File: src/rtl/mchan_twd_pkg.sv
// Shared definitions for the MCHAN 2D transfer splitter and the 2D parameter queue.
// Queue entries are laid out as {stride, count}, with count in the low bits.
package mchan_twd_pkg;

  typedef enum logic [0:0] {
    IDLE  = 1'b0,
    ISSUE = 1'b1
  } twd_state_e;

  localparam int unsigned TWD_COUNT_W_DEF  = 16;
  localparam int unsigned TWD_STRIDE_W_DEF = 16;
  localparam int unsigned TWD_COUNT_LSB    = 0;
  localparam int unsigned TWD_STRIDE_LSB   = TWD_COUNT_LSB + TWD_COUNT_W_DEF;

endpackage

File: src/rtl/mchan_twd_splitter_ipa.sv
// Splits 2D MCHAN commands into 1D row transfers; 1D commands pass through as a
// single row. Row fields are registers, so nothing on in_* reaches out_* combinationally.
module mchan_twd_splitter_ipa
  import mchan_twd_pkg::*;
#(
  parameter int ADDR_WIDTH          = 32,
  parameter int TRANS_SIZE          = 16,
  parameter int TWD_COUNT_WIDTH     = TWD_COUNT_W_DEF,
  parameter int TWD_STRIDE_WIDTH    = TWD_STRIDE_W_DEF,
  parameter int TWD_QUEUE_WIDTH     = TWD_COUNT_WIDTH + TWD_STRIDE_WIDTH,
  parameter int TWD_QUEUE_DEPTH     = 4,
  parameter int TWD_QUEUE_ADD_WIDTH = $clog2(TWD_QUEUE_DEPTH),
  parameter int TID_WIDTH           = 4
) (
  input  logic                           clk_i,
  input  logic                           rst_ni,
  input  logic                           in_req_i,
  output logic                           in_gnt_o,
  input  logic                           in_opc_i,
  input  logic [TRANS_SIZE-1:0]          in_len_i,
  input  logic [ADDR_WIDTH-1:0]          in_tcdm_add_i,
  input  logic [ADDR_WIDTH-1:0]          in_ext_add_i,
  input  logic                           in_twd_i,
  input  logic [TWD_QUEUE_ADD_WIDTH-1:0] in_twd_add_i,
  input  logic [TID_WIDTH-1:0]           in_tid_i,
  output logic                           twd_rd_req_o,
  output logic [TWD_QUEUE_ADD_WIDTH-1:0] twd_rd_add_o,
  input  logic [TWD_QUEUE_WIDTH-1:0]     twd_rd_dat_i,
  output logic                           out_req_o,
  input  logic                           out_gnt_i,
  output logic                           out_opc_o,
  output logic [TRANS_SIZE-1:0]          out_len_o,
  output logic [ADDR_WIDTH-1:0]          out_tcdm_add_o,
  output logic [ADDR_WIDTH-1:0]          out_ext_add_o,
  output logic [TID_WIDTH-1:0]           out_tid_o,
  output logic                           out_last_o,
  output logic                           busy_o
);

  twd_state_e                state_r;
  logic                      opc_r;
  logic [TID_WIDTH-1:0]      tid_r;
  logic [TRANS_SIZE-1:0]     rem_r;
  logic [TRANS_SIZE-1:0]     count_r;
  logic [ADDR_WIDTH-1:0]     stride_r;
  logic [ADDR_WIDTH-1:0]     tcdm_r;
  logic [ADDR_WIDTH-1:0]     ext_r;
  logic [TRANS_SIZE-1:0]     len_r;
  logic                      last_r;

  logic                      accept_s;
  logic [TWD_COUNT_WIDTH-1:0]  q_count_s;
  logic [TWD_STRIDE_WIDTH-1:0] q_stride_s;
  logic [TRANS_SIZE-1:0]     count_sel_s;
  logic [ADDR_WIDTH-1:0]     stride_sel_s;
  logic [TRANS_SIZE-1:0]     rem_next_s;

  function automatic logic [TRANS_SIZE-1:0] min_len(input logic [TRANS_SIZE-1:0] a,
                                                    input logic [TRANS_SIZE-1:0] b);
    if (a < b) begin
      return a;
    end else begin
      return b;
    end
  endfunction

  assign accept_s   = (state_r == IDLE) && in_req_i;
  assign q_count_s  = twd_rd_dat_i[TWD_COUNT_LSB +: TWD_COUNT_WIDTH];
  assign q_stride_s = twd_rd_dat_i[TWD_COUNT_LSB + TWD_COUNT_WIDTH +: TWD_STRIDE_WIDTH];
  assign rem_next_s = rem_r - count_r;

  // Row geometry for a new command; a zero queue count degenerates to one full-length row.
  always_comb begin
    count_sel_s  = in_len_i;
    stride_sel_s = '0;
    if (in_twd_i) begin
      stride_sel_s = ADDR_WIDTH'(q_stride_s);
      if (q_count_s != '0) begin
        count_sel_s = TRANS_SIZE'(q_count_s);
      end else begin
        count_sel_s = in_len_i;
      end
    end else begin
      count_sel_s  = in_len_i;
      stride_sel_s = '0;
    end
  end

  // The queue slot is read and freed only in the accept cycle.
  assign twd_rd_req_o = accept_s && in_twd_i;
  assign twd_rd_add_o = twd_rd_req_o ? in_twd_add_i : '0;

  assign in_gnt_o       = (state_r == IDLE);
  assign busy_o         = (state_r == ISSUE);
  assign out_req_o      = (state_r == ISSUE);
  assign out_opc_o      = opc_r;
  assign out_tid_o      = tid_r;
  assign out_len_o      = len_r;
  assign out_last_o     = last_r;
  assign out_tcdm_add_o = tcdm_r;
  assign out_ext_add_o  = ext_r;

  // Command FSM and row datapath; the next row's length/last are precomputed on each grant.
  always_ff @(posedge clk_i or negedge rst_ni) begin
    if (!rst_ni) begin
      state_r  <= IDLE;
      opc_r    <= 1'b0;
      tid_r    <= '0;
      rem_r    <= '0;
      count_r  <= '0;
      stride_r <= '0;
      tcdm_r   <= '0;
      ext_r    <= '0;
      len_r    <= '0;
      last_r   <= 1'b0;
    end else begin
      case (state_r)
        IDLE: begin
          if (in_req_i) begin
            opc_r    <= in_opc_i;
            tid_r    <= in_tid_i;
            rem_r    <= in_len_i;
            count_r  <= count_sel_s;
            stride_r <= stride_sel_s;
            tcdm_r   <= in_tcdm_add_i;
            ext_r    <= in_ext_add_i;
            len_r    <= min_len(count_sel_s, in_len_i);
            last_r   <= (in_len_i <= count_sel_s);
            state_r  <= ISSUE;
          end
        end
        ISSUE: begin
          if (out_gnt_i) begin
            if (last_r) begin
              state_r <= IDLE;
            end else begin
              rem_r   <= rem_next_s;
              tcdm_r  <= tcdm_r + ADDR_WIDTH'(count_r);
              ext_r   <= ext_r + stride_r;
              len_r   <= min_len(count_r, rem_next_s);
              last_r  <= (rem_next_s <= count_r);
            end
          end
        end
        default: begin
          state_r <= IDLE;
        end
      endcase
    end
  end

endmodule

File: config.mk
export PLATFORM = sky130hd
export DESIGN_NAME = mchan_twd_splitter_ipa
export DESIGN_NICKNAME = d
export VERILOG_FILES = /design/src/rtl/mchan_twd_pkg.sv /design/src/rtl/mchan_twd_splitter_ipa.sv
export SDC_FILE = /design/constraint.sdc
export NUM_CORES = 1
export LEC_CHECK = 0
export CAP_MARGIN = 25
export CELL_PAD_IN_SITES_DETAIL_PLACEMENT = 0
export CELL_PAD_IN_SITES_GLOBAL_PLACEMENT = 1
export CORE_MARGIN = 2
export CORE_UTILIZATION = 30
export CTS_CLUSTER_DIAMETER = 80
export DETAILED_ROUTE_END_ITERATION = 8
export PLACE_DENSITY_LB_ADDON = 0.1
export SLEW_MARGIN = 30
export SYNTH_ARGS = -nofsm -noshare
export SYNTH_HDL_FRONTEND = slang
export SYNTH_SLANG_ARGS = --single-unit
File: constraint.sdc
create_clock -name clk_i -period 4.6 [get_ports clk_i]
set_input_delay 0.46 -clock clk_i [delete_from_list [all_inputs] [get_ports clk_i]]
set_output_delay 0.46 -clock clk_i [all_outputs]
set_load 0.05 [all_outputs]
* Yosys cells after proc, flatten, opt, wreduce, memory -nomap -nowiden
Cells that the tools add are included.
** Operators by class
- Add/sub/neg operators :: 3
- $lt $le $gt $ge :: 4
- Equal/unequal tests :: 3
- Multiplexer cells :: 30
- Bitwise logic cells :: 1
- Reductions and logical operators :: 6
** Operators with widths (count)
- 32-bit 2-to-1 mux :: 6
- 16-bit 2-to-1 mux :: 11
- 32-bit case mux with 2 select lines :: 2
- 16-bit case mux with 2 select lines :: 2
- 32-bit by 16-bit adder with 32-bit output :: 1
- 32-bit adder :: 1
- 16-bit less-or-equal comparator :: 2
- 16-bit < comparator :: 2
- 16-bit nonzero test :: 1
- 16-bit subtractor :: 1
- 1-bit 2-to-1 mux :: 6
- 2-bit inequality test, second input constant :: 3
- 1-bit case mux with 2 select lines :: 2
- 2-bit AND reduction :: 2
- 3-bit AND reduction :: 1
- 1-bit logical AND :: 2
- 2-bit 2-to-1 mux :: 1
- 1-bit NOT :: 1
** Storage, ports and cells
- Register bits :: 151
- Input port bits :: 124
- Output and inout bits :: 92
- Logic and storage cells :: 57

* Logic depth before layout (Yosys ltp)
- Depth after elaboration :: 7
- Gate-level depth with buffers :: 20
- Depth with buffers taken out :: 19

* Worst setup path after synthesis
OpenSTA, ideal clock, no wires.
- Kind :: register to register
- Start point :: reg count_r[0]
- End point :: reg len_r[5], in the netlist out_len_o[5]
- Library setup time :: 0.142 ns
- Arrival time :: 3.680 ns
- Data required time :: 4.458 ns
- Path slack :: 0.778 ns
- Stages on the path, launching flop included :: 19
- Buffers on the path :: 2
- Clock period less this slack :: 3.822 ns
- Cells stage by stage :: dfrtp_1 -> ha_1 -> inv_1 -> fa_1 -> a211oi_1 -> o21ai_1 -> nand3_1 -> a31oi_1 -> or3_1 -> o311ai_1 -> ha_1 -> a21o_1 -> a21oi_1 -> and3b_1 -> a31o_2 -> buf_2 -> buf_4 -> mux2i_1 -> o221ai_1
** On the way
- Word-level cells in the longest chain between the ends :: 6
** Ends and longest elaborated chain
- from (decl) :: line mchan_twd_splitter_ipa.sv:44 : logic [TRANS_SIZE-1:0] count_r;
- from (signal assigned) :: line mchan_twd_splitter_ipa.sv:123 : count_r <= count_sel_s;
- 16-bit subtractor :: line mchan_twd_splitter_ipa.sv:70 : assign rem_next_s = rem_r - count_r;
- 16-bit < comparator :: line mchan_twd_splitter_ipa.sv:60 : if (a < b) begin
- 16-bit 2-to-1 mux * :: line mchan_twd_splitter_ipa.sv:60
- 16-bit 2-to-1 mux * :: line mchan_twd_splitter_ipa.sv:134 : if (last_r) begin
- 16-bit 2-to-1 mux * :: line mchan_twd_splitter_ipa.sv:133 : if (out_gnt_i) begin
- 16-bit case mux with 2 select lines * :: line mchan_twd_splitter_ipa.sv:117 : case (state_r)
- to (signal assigned) :: line mchan_twd_splitter_ipa.sv:127 : len_r <= min_len(count_sel_s, in_len_i);
- to (signal assigned) :: line mchan_twd_splitter_ipa.sv:140 : len_r <= min_len(count_r, rem_next_s);
- to (decl) :: line mchan_twd_splitter_ipa.sv:48 : logic [TRANS_SIZE-1:0] len_r;
Mark *: on every way between the ends. The rest lies on a longest branch, timed or not. The select of a mux whose other input is x is not followed.
A chain may end at the register's enable or synchronous reset.

* Final worst setup path
- Start point :: reg rem_r[0]
- End point :: reg len_r[14], in the netlist out_len_o[14]
** On the way
- Word-level cells in the longest chain between the ends :: 6
** Ends and longest elaborated chain
- from (decl) :: line mchan_twd_splitter_ipa.sv:43 : logic [TRANS_SIZE-1:0] rem_r;
- from (signal assigned) :: line mchan_twd_splitter_ipa.sv:122 : rem_r <= in_len_i;
- from (signal assigned) :: line mchan_twd_splitter_ipa.sv:137 : rem_r <= rem_next_s;
- 16-bit subtractor * :: line mchan_twd_splitter_ipa.sv:70
- 16-bit < comparator :: line mchan_twd_splitter_ipa.sv:60
- 16-bit 2-to-1 mux * :: line mchan_twd_splitter_ipa.sv:60
- 16-bit 2-to-1 mux * :: line mchan_twd_splitter_ipa.sv:134
- 16-bit 2-to-1 mux * :: line mchan_twd_splitter_ipa.sv:133
- 16-bit case mux with 2 select lines * :: line mchan_twd_splitter_ipa.sv:117
Marked as above.

==> reports/qor.csv <==
metric,value,unit
critical_path_class,register to register,
grt_pass1_vias,9394,
yosysWarnings,0,
root_buffer,clkbuf_16,
portBuffers,215,
globalplace.congestion,0.847,
ir_drop,0.504,mV
netlist_top_cells_area,"dfrtp_1 (34%), ha_1 (9.9%), mux2i_1 (6.0%)",
htree_levels,4,
antenna_found_initial,3,
die_h,186,um
clock_power_share,10.9,%
timing.fmax,233,MHz
status,completed,
clk_pin_slew_worst_paths,0.07,ns
syn-cell-area,0.00999,mm2
fin_crit_sh,93.3,%
synth.avg_cell_area,8.60,um2
die_w,186,um
power,12700,uW
drt_pre_antenna_iters,5,
finalHoldViolCount,0,
maxCapViolations,0,
grt_pass1_wl,55.7,mm
fin_crit,4.29,ns
ant_nets,0,
die_area,0.0348,mm2
fill_cells,3304,
rows,66,
tns,0,ns
tightest_slew,0.859,ns
wl_per_cell,19.6,um
cts_tree,built,
rsz0062_at_grt,no,
synth_top_cell_by_area,dfrtp_1,
clock-sinks,135,
area_growth,34.1,%
fin_skew,0.0112,ns
synthFlopType,dfrtp_1,
drv_slew,0,
switching_power,6530,uW
drt_iter0_markers,484,
power_density,952,mW/mm2
core,0.0326,mm2
synth_seq_cells,135,
syn_inst,1161,
synth-seq-area-share,33.8,%
routed_wl,35.9,mm
syn_nets,1367,
p_sw_share,51.2,%
grt_usage,20.6,%
n_antenna_cell,0,
path_max_fanout,6,
cp-start-kind,register,
synth_cell_types,77,
combPwrFrac,70.6,%
intPower,6220,uW
cts_made_buffers,17,
required,4.90,ns
num_io_pins,216,
slew_headroom,42.5,%
ys_async_sr_fraction,100,%
clk_latency,0.43,ns
start_util,30.6,%
seqPwrFrac,18.5,%
min_path_type,primary input to asynchronous set/reset pin,
route.vias.total,9472,
finalSetupViolCount,0,
clk_path_buf_depth,2,
final_common_cell,clkdlybuf4s50_1,
post-cts-setup-buffers,0,
cp-end-kind,register,
nNetsFinal,1583,
synth_edf_count,0,
arrival,4.59,ns
via_per_inst,5.17,
drive_gt1_share,7.63,%
p_leak,0.00583,uW
synth_top_area_share,33.8,%
hpwl,26.2,mm
overflow,0,
grt_start_max_net_pins,80,
drc,0,
most-common-layout-cells,"clkdlybuf4s50_1 (212), nand2_1 (154), dfrtp_1 (134)",
## cell type report
cell class / instances / area, um2 / area share [%]
Multi-Input combinational cell: 930 / 6260 / 46.8
Sequential cell: 135 / 3380 / 25.3
Timing Repair Buffer: 257 / 2490 / 18.6
Tap cell: 442 / 553 / 4.13
Clock buffer: 20 / 447 / 3.34
Inverter: 36 / 135 / 1.01
Clock inverter: 12 / 126 / 0.944
## cell usage after synthesis (4+ instances only)
master and n:
nand2_1 155, dfrtp_1 135, o21ai_0 86, a21oi_1 82, ha_1 79, nor2_1 75, mux2i_1 60, a211oi_1 43
clkbuf_1 43, nor2b_1 41, inv_1 36, nand3_1 36, xnor2_1 32, nor3_1 29, a21o_1 20, a31oi_1 16
and3_1 16, xor2_1 16, o21a_1 15, nand4_1 13, or3_1 10, buf_1 7, buf_2 7, a221o_1 6
nor4_1 6, a221oi_1 5, o21ai_1 5, and2_1 4, o21bai_1 4, o221ai_1 4, o22ai_1 4
## flip-flops by register name, indices dropped and copies added, names as in the netlist
signal / count
busy_o: 1
count_r: 16
out_ext_add_o: 32
out_last_o: 1
out_len_o: 16
out_opc_o: 1
out_tcdm_add_o: 32
out_tid_o: 4
rem_r: 16
stride_r: 16
## logic make-up (layout without fill, tap and decap cells)
| kind of cell | after synthesis | after routing | share of synthesized area [%] |
|---|---|---|---|
| xor gates and xnor gates | 48 | 48 | 4.21 |
| muxes | 60 | 60 | 6.01 |
| and+or+nand+nor | 402 | 402 | 19.0 |
| buffers and inverters | 96 | 325 | 3.85 |
| AOI/OAI and AO/OA | 338 | 338 | 22.6 |
| adders and majority gates | 82 | 82 | 10.5 |
| DFF | 135 | 135 | 33.8 |
## worst max-delay path, cell delays in order (launching register included)
cell      delay [ns]
dfrtp_1         0.38
inv_1           0.08
ha_1            0.17
inv_1           0.05
fa_1            0.44
a211oi_2        0.27
o21ai_1         0.13
nand3_1         0.12
a31oi_1         0.13
or3_1           0.37
o311ai_1        0.18
ha_1            0.35
a21o_1          0.16
a21oi_1         0.17
and3b_1         0.22
a31oi_1         0.23
buf_4           0.23
a221oi_1        0.34
a211oi_2        0.12
## metal layers
layer / track usage, % / share of wire, %
met3: 4.66 / 5.5
met2: 34.1 / 47
met1: 27.4 / 47
met5: 0 / 0.033
met4: 4.67 / 1.4
## through the flow
| stage | hold WS [ns] | cells | util [%] | setup WS, ns | area, um2 |
|---|---|---|---|---|---|
| final | 0.0807 | 1832 | 41.1 | 0.308 | 13400 |
| after global routing | 0.127 | 1832 | 41.1 | 0.0125 | 13400 |
| after CTS | 0.113 | 1832 | 41.0 | 0.284 | 13400 |
| after detailed placement | 0.461 | 1800 | 39.3 | 0.0953 | 12800 |
| after global placement | 0.455 | 1800 | 39.3 | 0.136 | 12800 |
| after floorplan | 0.164 | 1161 | - | 0.778 | 9990 |
## power by group through the flow
stage	combinational, uW	clock, uW	sequential (uW)
2_1_floorplan	5030	0	3480
3_3_place_gp	9010	0	2370
3_5_place_dp	9000	0	2380
4_1_cts	9050	1430	2370
5_1_grt	9860	1480	2450
6_report	8990	1390	2360
## worst paths after layout
kind	endpoint	from	depth (start not counted)	slack (ns)
worst max-delay path	out_len_o[14]	rem_r[0]	18	0.31
worst min-delay path	out_tid_o[3]	rst_ni	1	0.08
worst max register to register	out_len_o[14]	rem_r[0]	18	0.31
worst min register to register	stride_r[12]	stride_r[12]	2	0.47
max in group asynchronous	count_r[10]	rst_ni	2	3.47
min in group clk_i	stride_r[12]	stride_r[12]	2	0.47
## what timing repair did
| action | 4_1_cts | 5_1_grt |
|---|---|---|
| endpoints found under the setup margin | 0 | 6 |
| hold buffers | 0 | 0 |
| resized for setup | 0 | 2 |
(Power assumes the default switching activity.)
